$ cat src/rtl/fifo_ecc_pkg.sv
// fifo_ecc_pkg: shared Hamming(12,8) definitions for the ECC FIFO.
// The write-side encoder and the read-side drain both use this package.
// Lane layout: bit index p-1 holds Hamming position p.
// Parity bits sit at positions 1, 2, 4 and 8.
package fifo_ecc_pkg;

  localparam int unsigned LANE_W = 12;
  localparam int unsigned CHK_W  = 4;

  typedef logic [CHK_W-1:0] syndrome_t;

  // Hamming positions of data bits d0..d7
  localparam logic [3:0] DATA_POS [8] = '{4'd3, 4'd5, 4'd6, 4'd7, 4'd9, 4'd10, 4'd11, 4'd12};

  // XOR of the positions of all set bits; zero for a clean code word
  function automatic syndrome_t ecc_syndrome(input logic [LANE_W-1:0] c);
    syndrome_t s;
    s = '0;
    for (int unsigned p = 1; p <= LANE_W; p++) begin
      if (c[p-1]) s = s ^ syndrome_t'(p);
    end
    return s;
  endfunction

  // Place the data bits, then choose parity so that the syndrome becomes zero
  function automatic logic [LANE_W-1:0] ecc_encode(input logic [7:0] d);
    logic [LANE_W-1:0] c;
    syndrome_t         s;
    c = '0;
    for (int unsigned k = 0; k < 8; k++) begin
      c[DATA_POS[k] - 4'd1] = d[k];
    end
    s = ecc_syndrome(c);
    for (int unsigned j = 0; j < CHK_W; j++) begin
      c[(1 << j) - 1] = s[j];
    end
    return c;
  endfunction

  // Pull d0..d7 back out of a code word
  function automatic logic [7:0] ecc_extract(input logic [LANE_W-1:0] c);
    logic [7:0] d;
    for (int unsigned k = 0; k < 8; k++) begin
      d[k] = c[DATA_POS[k] - 4'd1];
    end
    return d;
  endfunction

endpackage

$ cat src/rtl/fifo_ecc_drain_if.sv
// fifo_ecc_drain_if: corrected-data output stream of the drain stage.
// It carries the valid/ready handshake, the data and the per-word ECC flags.
interface fifo_ecc_drain_if #(
  parameter int unsigned DATA_WIDTH = 32
);
  logic                  out_valid;
  logic                  out_ready;
  logic [DATA_WIDTH-1:0] out_data;
  logic                  out_corrected;
  logic                  out_uncorr;

  modport master (
    output out_valid,
    output out_data,
    output out_corrected,
    output out_uncorr,
    input  out_ready
  );

  modport slave (
    input  out_valid,
    input  out_data,
    input  out_corrected,
    input  out_uncorr,
    output out_ready
  );
endinterface

$ cat src/rtl/ecc_lane_dec.sv
// ecc_lane_dec: combinational Hamming(12,8) decoder for one byte lane.
// It corrects single-bit errors.
// Syndromes 13..15 flag the lane as uncorrectable and pass the data through raw.
module ecc_lane_dec
  import fifo_ecc_pkg::*;
(
  input  logic [LANE_W-1:0] i_code,
  output logic [7:0]        o_data,
  output logic              o_corrected,
  output logic              o_uncorr
);

  syndrome_t         w_syn;
  logic [LANE_W-1:0] w_fix;

  // Compute the syndrome, flip the indicated position, and extract the data
  always_comb begin
    w_syn       = ecc_syndrome(i_code);
    w_fix       = i_code;
    o_corrected = 1'b0;
    o_uncorr    = 1'b0;
    if (w_syn > syndrome_t'(LANE_W)) begin
      o_uncorr = 1'b1;
    end else if (w_syn != '0) begin
      w_fix[w_syn - 4'd1] = ~w_fix[w_syn - 4'd1];
      o_corrected         = 1'b1;
    end
    o_data = ecc_extract(w_fix);
  end

endmodule

$ cat src/rtl/fifo_ecc_drain.sv
// fifo_ecc_drain: drain stage on the read side of the ECC FIFO.
// It pops encoded words and decodes each byte lane.
// Results pass through a 2-entry output buffer onto a valid/ready stream.
// Optional feature: define FIFO_DRAIN_ERR_CNT_EN to add saturating
// corrected/uncorrectable counters with a synchronous clear.
module fifo_ecc_drain
  import fifo_ecc_pkg::*;
#(
  parameter int unsigned DATA_WIDTH = 32,
`ifdef FIFO_DRAIN_ERR_CNT_EN
  parameter int unsigned CNT_WIDTH  = 16,
`endif
  localparam int unsigned ENC_WIDTH = DATA_WIDTH + DATA_WIDTH / 8 * CHK_W
) (
  input  logic                  Clock,
  input  logic                  Reset_,
  input  logic                  Empty_,
  input  logic                  HalfFull_,
  input  logic [ENC_WIDTH-1:0]  DataOutEnc,
  output logic                  ReadEn,
`ifdef FIFO_DRAIN_ERR_CNT_EN
  input  logic                  err_cnt_clr,
  output logic [CNT_WIDTH-1:0]  corr_cnt,
  output logic [CNT_WIDTH-1:0]  uncorr_cnt,
`endif
  fifo_ecc_drain_if.master      out_if
);

  localparam int unsigned LANES = DATA_WIDTH / 8;

  logic [DATA_WIDTH-1:0] w_dec_data;
  logic [LANES-1:0]      w_lane_corr;
  logic [LANES-1:0]      w_lane_unc;
  logic                  w_corr;
  logic                  w_unc;
  logic                  w_pop;
  logic [1:0]            w_occ;
  logic [2:0]            w_load;

  logic                  r_infl;
  logic                  r_head_vld;
  logic [DATA_WIDTH-1:0] r_head_data;
  logic                  r_head_corr;
  logic                  r_head_unc;
  logic                  r_tail_vld;
  logic [DATA_WIDTH-1:0] r_tail_data;
  logic                  r_tail_corr;
  logic                  r_tail_unc;

  for (genvar k = 0; k < LANES; k++) begin : g_lane
    ecc_lane_dec u_dec (
      .i_code      (DataOutEnc[k*LANE_W +: LANE_W]),
      .o_data      (w_dec_data[k*8 +: 8]),
      .o_corrected (w_lane_corr[k]),
      .o_uncorr    (w_lane_unc[k])
    );
  end

  // Word flags are the OR over all lanes
  always_comb begin
    w_corr = |w_lane_corr;
    w_unc  = |w_lane_unc;
  end

  // Credit check: buffered words + reads in flight must leave room.
  // A pop in the same cycle frees its slot, which sustains 1 word/cycle.
  // Reset gates ReadEn directly so that it drops without waiting for a clock.
  always_comb begin
    w_occ  = {1'b0, r_head_vld} + {1'b0, r_tail_vld};
    w_pop  = r_head_vld & out_if.out_ready;
    w_load = {1'b0, w_occ} - {2'b00, w_pop} + {2'b00, r_infl};
    ReadEn = Reset_ & Empty_ & (w_load < 3'd2) & (~r_infl | ~HalfFull_);
  end

  // A read issued this cycle returns data on the next cycle
  always_ff @(posedge Clock or negedge Reset_) begin
    if (!Reset_) r_infl <= 1'b0;
    else         r_infl <= ReadEn;
  end

  // Two-entry output buffer. The head drives the outputs; the tail holds the
  // second word. Arriving data goes to the head when it is free or being
  // vacated with an empty tail, otherwise to the tail.
  always_ff @(posedge Clock or negedge Reset_) begin
    if (!Reset_) begin
      r_head_vld  <= 1'b0;
      r_head_data <= '0;
      r_head_corr <= 1'b0;
      r_head_unc  <= 1'b0;
      r_tail_vld  <= 1'b0;
      r_tail_data <= '0;
      r_tail_corr <= 1'b0;
      r_tail_unc  <= 1'b0;
    end else if (w_pop) begin
      if (r_tail_vld) begin
        r_head_data <= r_tail_data;
        r_head_corr <= r_tail_corr;
        r_head_unc  <= r_tail_unc;
        if (r_infl) begin
          r_tail_data <= w_dec_data;
          r_tail_corr <= w_corr;
          r_tail_unc  <= w_unc;
        end else begin
          r_tail_vld  <= 1'b0;
        end
      end else if (r_infl) begin
        r_head_data <= w_dec_data;
        r_head_corr <= w_corr;
        r_head_unc  <= w_unc;
      end else begin
        r_head_vld  <= 1'b0;
      end
    end else if (r_infl) begin
      if (!r_head_vld) begin
        r_head_vld  <= 1'b1;
        r_head_data <= w_dec_data;
        r_head_corr <= w_corr;
        r_head_unc  <= w_unc;
      end else begin
        r_tail_vld  <= 1'b1;
        r_tail_data <= w_dec_data;
        r_tail_corr <= w_corr;
        r_tail_unc  <= w_unc;
      end
    end
  end

  // Output stream is the buffer head
  always_comb begin
    out_if.out_valid     = r_head_vld;
    out_if.out_data      = r_head_data;
    out_if.out_corrected = r_head_corr;
    out_if.out_uncorr    = r_head_unc;
  end

`ifdef FIFO_DRAIN_ERR_CNT_EN
  // Saturating event counters on accepted words; uncorrectable outranks corrected
  always_ff @(posedge Clock or negedge Reset_) begin
    if (!Reset_) begin
      corr_cnt   <= '0;
      uncorr_cnt <= '0;
    end else if (err_cnt_clr) begin
      corr_cnt   <= '0;
      uncorr_cnt <= '0;
    end else if (w_pop) begin
      if (r_head_unc) begin
        if (uncorr_cnt != '1) uncorr_cnt <= uncorr_cnt + 1'b1;
      end else if (r_head_corr) begin
        if (corr_cnt != '1) corr_cnt <= corr_cnt + 1'b1;
      end
    end
  end
`endif

endmodule

$ cat src/flat_wrapper.sv
// flat-port wrapper written by rule: the top's interface ports become plain ports
module fifo_ecc_drain_flat import fifo_ecc_pkg::*;
#(
  parameter int unsigned DATA_WIDTH = 32,

  localparam int unsigned ENC_WIDTH = DATA_WIDTH + DATA_WIDTH / 8 * CHK_W
)
  (Clock, Reset_, Empty_, HalfFull_, DataOutEnc, ReadEn, out_if_out_valid, out_if_out_data, out_if_out_corrected, out_if_out_uncorr, out_if_out_ready);
  fifo_ecc_drain_if #(.DATA_WIDTH(DATA_WIDTH)) out_if_i ();
  input  logic Clock;
  input  logic Reset_;
  input  logic Empty_;
  input  logic HalfFull_;
  input  logic [ENC_WIDTH-1:0] DataOutEnc;
  output logic ReadEn;
  output wire logic [$bits(out_if_i.out_valid)-1:0] out_if_out_valid;
  output wire logic [$bits(out_if_i.out_data)-1:0] out_if_out_data;
  output wire logic [$bits(out_if_i.out_corrected)-1:0] out_if_out_corrected;
  output wire logic [$bits(out_if_i.out_uncorr)-1:0] out_if_out_uncorr;
  input wire logic [$bits(out_if_i.out_ready)-1:0] out_if_out_ready;
  assign out_if_out_valid = out_if_i.out_valid;
  assign out_if_out_data = out_if_i.out_data;
  assign out_if_out_corrected = out_if_i.out_corrected;
  assign out_if_out_uncorr = out_if_i.out_uncorr;
  assign out_if_i.out_ready = out_if_out_ready;
  fifo_ecc_drain #(.DATA_WIDTH(DATA_WIDTH)) u_core (.Clock(Clock), .Reset_(Reset_), .Empty_(Empty_), .HalfFull_(HalfFull_), .DataOutEnc(DataOutEnc), .ReadEn(ReadEn), .out_if(out_if_i));
endmodule
$ cat config.mk
export PLATFORM = sky130hd
export DESIGN_NAME = fifo_ecc_drain_flat
export DESIGN_NICKNAME = d
export VERILOG_FILES = /design/src/rtl/fifo_ecc_pkg.sv /design/src/rtl/fifo_ecc_drain_if.sv /design/src/rtl/ecc_lane_dec.sv /design/src/rtl/fifo_ecc_drain.sv /design/src/flat_wrapper.sv
export SDC_FILE = /design/constraint.sdc
export NUM_CORES = 1
export LEC_CHECK = 0
export CAP_MARGIN = 40
export CORE_MARGIN = 1
export CORE_UTILIZATION = 50
export CTS_CLUSTER_DIAMETER = 60
export DETAILED_ROUTE_END_ITERATION = 8
export PLACE_DENSITY = 0.75
export SKIP_LAST_GASP = 1
export SLEW_MARGIN = 10
export SYNTH_ARGS = -nofsm -noshare
export SYNTH_HDL_FRONTEND = slang
export SYNTH_SLANG_ARGS = --single-unit
$ cat constraint.sdc
create_clock -name Clock -period 3.72 [get_ports Clock]
set_input_delay 0.744 -clock Clock [delete_from_list [all_inputs] [get_ports Clock]]
set_output_delay 0.744 -clock Clock [all_outputs]
set_load 0.01 [all_outputs]
==> impl_results.md <==
- Share of layout cells above drive strength 1: 16.9%
- Worst Tran Pin Value: 0.600 ns
- Drt first pass iters: 4
- Cell area after layout: 7510 um2
- Psw: 1.98 mW
- F_max: 282 MHz
- Internal Power: 3.08 mW
- Pins over their slew limit: 0
- Post-route clock period utilization: 95.5%
- Clk sinks: 71
- Final net count: 836
- Req. time, crit path: 3.93 ns
- Via density: 5.77
- Comb pwr share: 54.6%
- HPWL after DPL: 11,300 um
- Layout area overhead: 30.4%
- Register area share after synthesis: 30.9%
- # DRC: 0
- Worst skew pair latency: 0.33 ns
- YS warnings: 0
- TritonCTS clock tree: built
- Clock Skews: 0.0102 ns
- Met3 usage: 3.08%
- Async SR Flop Fraction: 100%
- GRT Total Usage: 25.7%
- Most used flip-flop cell after synthesis: dfrtp_1
- Peak VDD IR: 377 uV
- Root buf cell: clkbuf_16
- Die area: 11,900 um2
- First-pass GRT wire length: 24,000 um
- Syn Area/Cell: 9.11 um2
- Slew margin rel.: 60.0%
- Vias in the first global route: 5,144
- Die X: 109 um
- Boundary Pins: 89
- Met2 global-route usage: 45.5%
- Antenna violations before repair: 0
- Crit. End Element: flip-flop
- Worst Setup Start Kind: primary input
- Post-synth EDFFs: 0
- CP Class: in -> reg
- CTS H-Tree Depth: 3
- Post-synthesis cell count: 632
- # diodes: 0
- Maximum root-to-sink buffer count: 2
- Mapped Area: 5760 um2
- DR WL/cell: 16.1 um
- Hold Vio Cnt, Final: 0
- CTS buffer count: 9
- Max-cap violations: 0
- Initial DRC count: 333
- IO Port Bufs: 88
- Chip Height: 109 um
- Largest net degree at the start of global routing: 40
- Core ar.: 11,000 um2
- Unrepaired setup endpoints after global routing: no
- R2R setup slack: 1.52 ns
- GRT busiest layer: met2
- Synthesis-stage register bit count: 71
- Sw frac: 39.1%
- Min Hold Slack: 0.472 ns
- Met1 usage: 32.9%
- Row count: 38
- Vias: 5,213
- P per Cell Area: 674 nW/um2
- Final Setup Violations: 0
- Syn nets: 709
- Clock-pin transition on the worst setup and hold timing paths: 0.06 ns
- Routed wire length: 14,600 um
- Antenna-violating nets left: 0
- Grt total ovfl: 0
- Final min period: 3.55 ns
- Hold-fix buffers at CTS: 0
- Cell variety after synth: 68
- Final estimated routing congestion in global placement: 0.827
- HP Class: reg -> reg
- Initial Util: 52.2%
- Sequential share of power: 27.1%
- CP arrival: 3.76 ns
- Pleak: 3.43 nW
- Critical-path maximum fanout: 5
- Cell Area, Placed: 7130 um2
- Clock power frac: 18.3%
- Status: finished clean
## cells in the mapped netlist (3+ instances only)
cell type  count  area share, %
nand2b_1       7           0.76
a21boi_0       3           0.39
and2_1         5           0.54
clkbuf_1      26            1.7
nand2_1       88            5.7
nor2b_1        5           0.54
o211ai_1       5           0.65
xnor2_1       33            5.0
mux2_2        12            2.3
a221oi_1       4           0.61
mux2i_1       18            3.1
a211oi_1       4           0.52
o31ai_1        4           0.52
mux4_2         5            2.0
nand3_1       11           0.96
buf_2          4           0.35
o21ai_0       47            4.1
a22oi_1        4           0.52
a221o_1        6            1.0
or3_1          9           0.98
a221oi_2       3           0.78
a2111oi_0      3           0.46
inv_1         20            1.3
a31oi_1       15            1.6
o21ai_1       12            1.0
and3_1        22            2.4
xor3_1         4            1.7
or2_1          6           0.65
nor3_1        10           0.87
nand3b_1       4           0.52
xor2_2         4            1.1
nor2_1        38            2.5
a21oi_1       28            2.4
xnor2_2        6            1.7
o21a_1         4           0.52
buf_4          3           0.39
o2bb2ai_1      3           0.46
ha_1          24            5.2
a21o_1         3           0.39
xnor3_1       11            4.3
dfrtp_1       71             31
xor2_1         9            1.4
## final timing paths
check,startpoint,end,cells past startpoint
worst max-delay path,DataOutEnc[40],u_core.out_if.out_data[24]$_DFFE_PN0P_,13
worst min-delay path,u_core.r_tail_data[0]$_DFFE_PN0P_,u_core.r_tail_data[0]$_DFFE_PN0P_,2
worst max register to register,u_core.out_if.out_valid$_DFFE_PN0P_,u_core.out_if.out_data[1]$_DFFE_PN0P_,7
worst min register to register,u_core.r_tail_data[0]$_DFFE_PN0P_,u_core.r_tail_data[0]$_DFFE_PN0P_,2
max in group asynchronous,Reset_,u_core.r_tail_data[9]$_DFFE_PN0P_,3
min in group asynchronous,Reset_,u_core.r_tail_data[17]$_DFFE_PN0P_,2
## per-stage QoR
step	setup TNS (ns)	util [%]	setup slack [ns]	std cells	power, mW
global route	0	68.1	0.0433	904	5.42
CTS	0	67.6	0.0133	903	5.04
global placement	-0.918	64.5	-0.133	886	3.97
detailed placement	-3.40	64.7	-0.323	887	4.10
floorplan	0	-	0.106	632	3.02
finish	0	68.1	0.169	904	5.06
## layout make-up
class                   instances  area (um2)
multi-input cells             507        3800
flip-flops and latches         71        1780
clock inverters                 6        93.8
clock buffers                  10         229
well taps                     140         175
fillers                       905        3520
inverters                      20        75.1
repair buffers                150        1360
## layout by cell type (no fill, tap or decap), types with 5 or more instances in the layout
master,count
nand2_1,88
clkdlybuf4s50_1,84
dfrtp_1,71
buf_4,61
o21ai_0,46
nor2_1,37
xnor2_1,32
a21oi_1,28
ha_1,23
and3_1,22
inv_1,20
mux2i_1,18
a31oi_1,15
mux2_2,12
o21ai_1,12
xnor3_1,11
nand3_1,11
xor2_1,9
or3_1,9
nor3_1,9
clkbuf_16,9
xnor2_2,7
nand2b_1,7
or2_1,6
a221o_1,6
nor2b_1,5
o211ai_1,5
mux4_2,5
and2_1,5
## state kept, by name, indices dropped and copies added, names as in the netlist
| name | count |
|---|---|
| u_core.out_if.out_corrected | 1 |
| u_core.out_if.out_data | 32 |
| u_core.out_if.out_uncorr | 1 |
| u_core.out_if.out_valid | 1 |
| u_core.r_infl | 1 |
| u_core.r_tail_corr | 1 |
| u_core.r_tail_data | 32 |
| u_core.r_tail_unc | 1 |
| u_core.r_tail_vld | 1 |
## what timing repair did
action	4_1_cts	5_1_grt
pin swaps	0	3
setup buffers	0	1
setup endpoints to repair	1	10
cloned	0	0
gates resized for setup	1	11
## worst max-delay path: stages
cell and delay, ns:
clkdlybuf4s50_1 0.47, xnor3_1 0.46, xnor2_2 0.27, ha_4 0.26, inv_1 0.12, buf_4 0.13
nand3_1 0.07, mux2i_1 0.16, nor3_1 0.11, a221oi_2 0.24, a21oi_2 0.09, mux2_2 0.29
a221o_1 0.32
## cell families (layout without fill, tap and decap cells)
family,after synthesis,in the layout,synth area share [%]
xor gates and xnor gates,69,69,16.0
AOI/OAI and AO/OA,163,163,18.6
muxes,36,36,7.63
DFF,71,71,30.9
and+or+nand+nor,214,214,17.6
buffers and inverters,54,186,3.93
adders and majority gates,25,25,5.39
## power groups by stage
stage / clock [mW] / combinational [mW] / sequential (mW)
6_report: 0.926 / 2.76 / 1.37
5_1_grt: 0.965 / 3.04 / 1.42
4_1_cts: 0.938 / 2.73 / 1.37
3_5_place_dp: 0 / 2.72 / 1.38
3_3_place_gp: 0 / 2.61 / 1.36
2_1_floorplan: 0 / 1.61 / 1.40
## layer usage
layer	wire length, um	vias up
met2	7470	144
li1	-	2502
met3	611	21
met5	0	-
met4	208	0
met1	6270	2546
(Power assumes the default switching activity.)
==> patch: new RTL, same flow settings <==
Change the package constant `CHK_W` from 4 to 5.
--- a/src/rtl/fifo_ecc_pkg.sv
+++ b/src/rtl/fifo_ecc_pkg.sv
@@ -5,7 +5,7 @@
 package fifo_ecc_pkg;
 
   localparam int unsigned LANE_W = 12;
-  localparam int unsigned CHK_W  = 4;
+  localparam int unsigned CHK_W  = 5;
 
   typedef logic [CHK_W-1:0] syndrome_t;
 
Ports: changed (resized DataOutEnc); port bits go from 89 to 93. The function was not compared with the original's and may differ.
==> patch against the unedited design <==
Sequential cell count is the same. Worst setup slack gained 0.11 ns. Total power shrank 14%. Sequential share of layout area grew 2.4 points. Routed wire length shrank 7.0%. Cell area shrank 9.1%. Synthesized area shrank 5.6%. Die area shrank 5.5%. Synthesized cell count shrank 6.5%.
==> patch: results (changes against the unedited design) <==
Status
  – Status: complete, no violations (unchanged)

Synthesis
  – Unique masters post-synth: 59 (was 68)
  – Multiplexer share of the synthesized area: 7.85% (was 7.63%)
  – Sequential fraction of the synthesis area: 32.7% (was 30.9%)
  – Gate Count Post-Synth: 591 (was 632)
  – Fraction of synthesized cell area in xor and xnor cells: 16.4% (was 16.0%)
  – Adder-cell area share of the yosys netlist: 5.90% (was 5.39%)

Global routing
  – GRT Total Usage: 25.0% (was 25.7%)
  – Met1 Resource Use GR: 32.4% (was 32.9%)
  – Largest net degree at the start of global routing: 62 (was 40)
  – Global routing usage on met3: 3.25% (was 3.08%)
  – Global-route wire length before repair: 22.6 mm (was 24.0 mm)

Route
  – Avg WL per Cell: 16.3 um (was 16.1 um)
  – Initial drt markers: 233 (was 333)
  – Total number of vias: 4766 (was 5213)
  – Drt pass-1 iters: 5 (was 4)

Critical path
  – Peak per-stage delay on the critical path: 0.51 ns (was 0.47 ns)
  – CP Data Arrival Time: 3.65 ns (was 3.76 ns)
  – Worst setup path start: DataOutEnc[30] (was DataOutEnc[40])
  – FF-to-FF End: u_core.out_if.out_data[26]$_DFFE_PN0P_ (was u_core.out_if.out_data[1]$_DFFE_PN0P_)
  – Register-to-Register Setup Slack: 1.41 ns (was 1.52 ns)
  – Worst Path Max Fanout: 7 (was 5)

Power
  – Internal power: 2.55 mW (was 3.08 mW)
  – Leak: 3.13 nW (was 3.43 nW)

Clock tree
  – Clock slew seen by the registers of the worst setup and hold paths: 0.09 ns (was 0.06 ns)
  – PostCTS Resize Cnt: 0 (was 1)
  – Worst skew pair latency: 0.35 ns (was 0.33 ns)
  – Root Buffer: clkbuf_8 (was clkbuf_16)

Finish
  – NumNets Final: 772 (was 836)
  – Share of layout cells above drive strength 1: 10.8% (was 16.9%)

Placed design
  – Dpl ws: 0.00960 ns (was -0.323 ns)
  – Placed insts: 816 (was 887)
  – HPWL after DPL: 9.96 mm (was 11.3 mm)
  – Gpl congestion: 0.883 (was 0.827)

Timing
  – Skew final: 0.0108 ns (was 0.0102 ns)

Min path
  – Hold Path Class: input port to async pin (was register to register)
-- patch: final cells by class --
type / count / share of cell area (%)
Tap cell: 136 / 2.49
Multi-Input combinational cell: 475 / 51.2
Clock buffer: 9 / 1.81
Inverter: 15 / 0.825
Clock inverter: 7 / 1.06
Timing Repair Buffer: 119 / 16.6
Sequential cell: 71 / 26.0
-- patch: worst max-delay path by stage --
stage                     depth (start not counted)  slack [ns]                                endpoint
after floorplan                                  10        0.52   u_core.out_if.out_data[4]$_DFFE_PN0P_
after global placement                            8      -0.004                                  ReadEn
after detailed placement                          8        0.01                                  ReadEn
after CTS                                         8       0.001                                  ReadEn
after global routing                              9        0.06  u_core.out_if.out_data[22]$_DFFE_PN0P_
final                                             9        0.28  u_core.out_if.out_data[20]$_DFFE_PN0P_
-- patch: through the flow --
step	hold WS (ns)	area, sq um	TNS [ns]
after global routing	0.317	6830	0
after detailed placement	0.457	6620	0
final	0.316	6830	0
after global placement	0.452	6600	-0.00365
after floorplan	0.440	5430	0
after CTS	0.306	6820	0
-- patch: metal layers --
| metal | wire [um] | vias up |
|---|---|---|
| met3 | 491 | 22 |
| met5 | 0 | - |
| li1 | - | 2305 |
| met1 | 6110 | 2321 |
| met4 | 261 | 0 |
| met2 | 6680 | 118 |
-- patch: logic make-up (layout without fill, tap and decap cells) --
| group | count (synthesis) | count (layout) |
|---|---|---|
| xor+xnor | 69 | 69 |
| mux | 37 | 37 |
| buf+inv | 45 | 150 |
| simple gates | 186 | 186 |
| flops | 71 | 71 |
| fa+ha+maj | 26 | 26 |
| compound gates | 157 | 157 |
-- patch: power by group through the flow --
stage / logic (mW) / clock network (mW) / registers (mW)
after floorplan: 1.38 / 0 / 1.38
after global placement: 2.26 / 0 / 1.33
after detailed placement: 2.35 / 0 / 1.35
after CTS: 2.37 / 0.640 / 1.34
after global routing: 2.62 / 0.672 / 1.38
final: 2.37 / 0.628 / 1.34
-- patch: worst register-to-register path: cells and delay by family, from the launching register on --
kind	cells	cell delay [ns]
buffers and inverters	1	0.33
AND/OR/NAND/NOR	4	0.98
adder cells (fa/ha/maj)	1	0.28
flip-flops	1	0.51
AO/OA/AOI/OAI	1	0.11
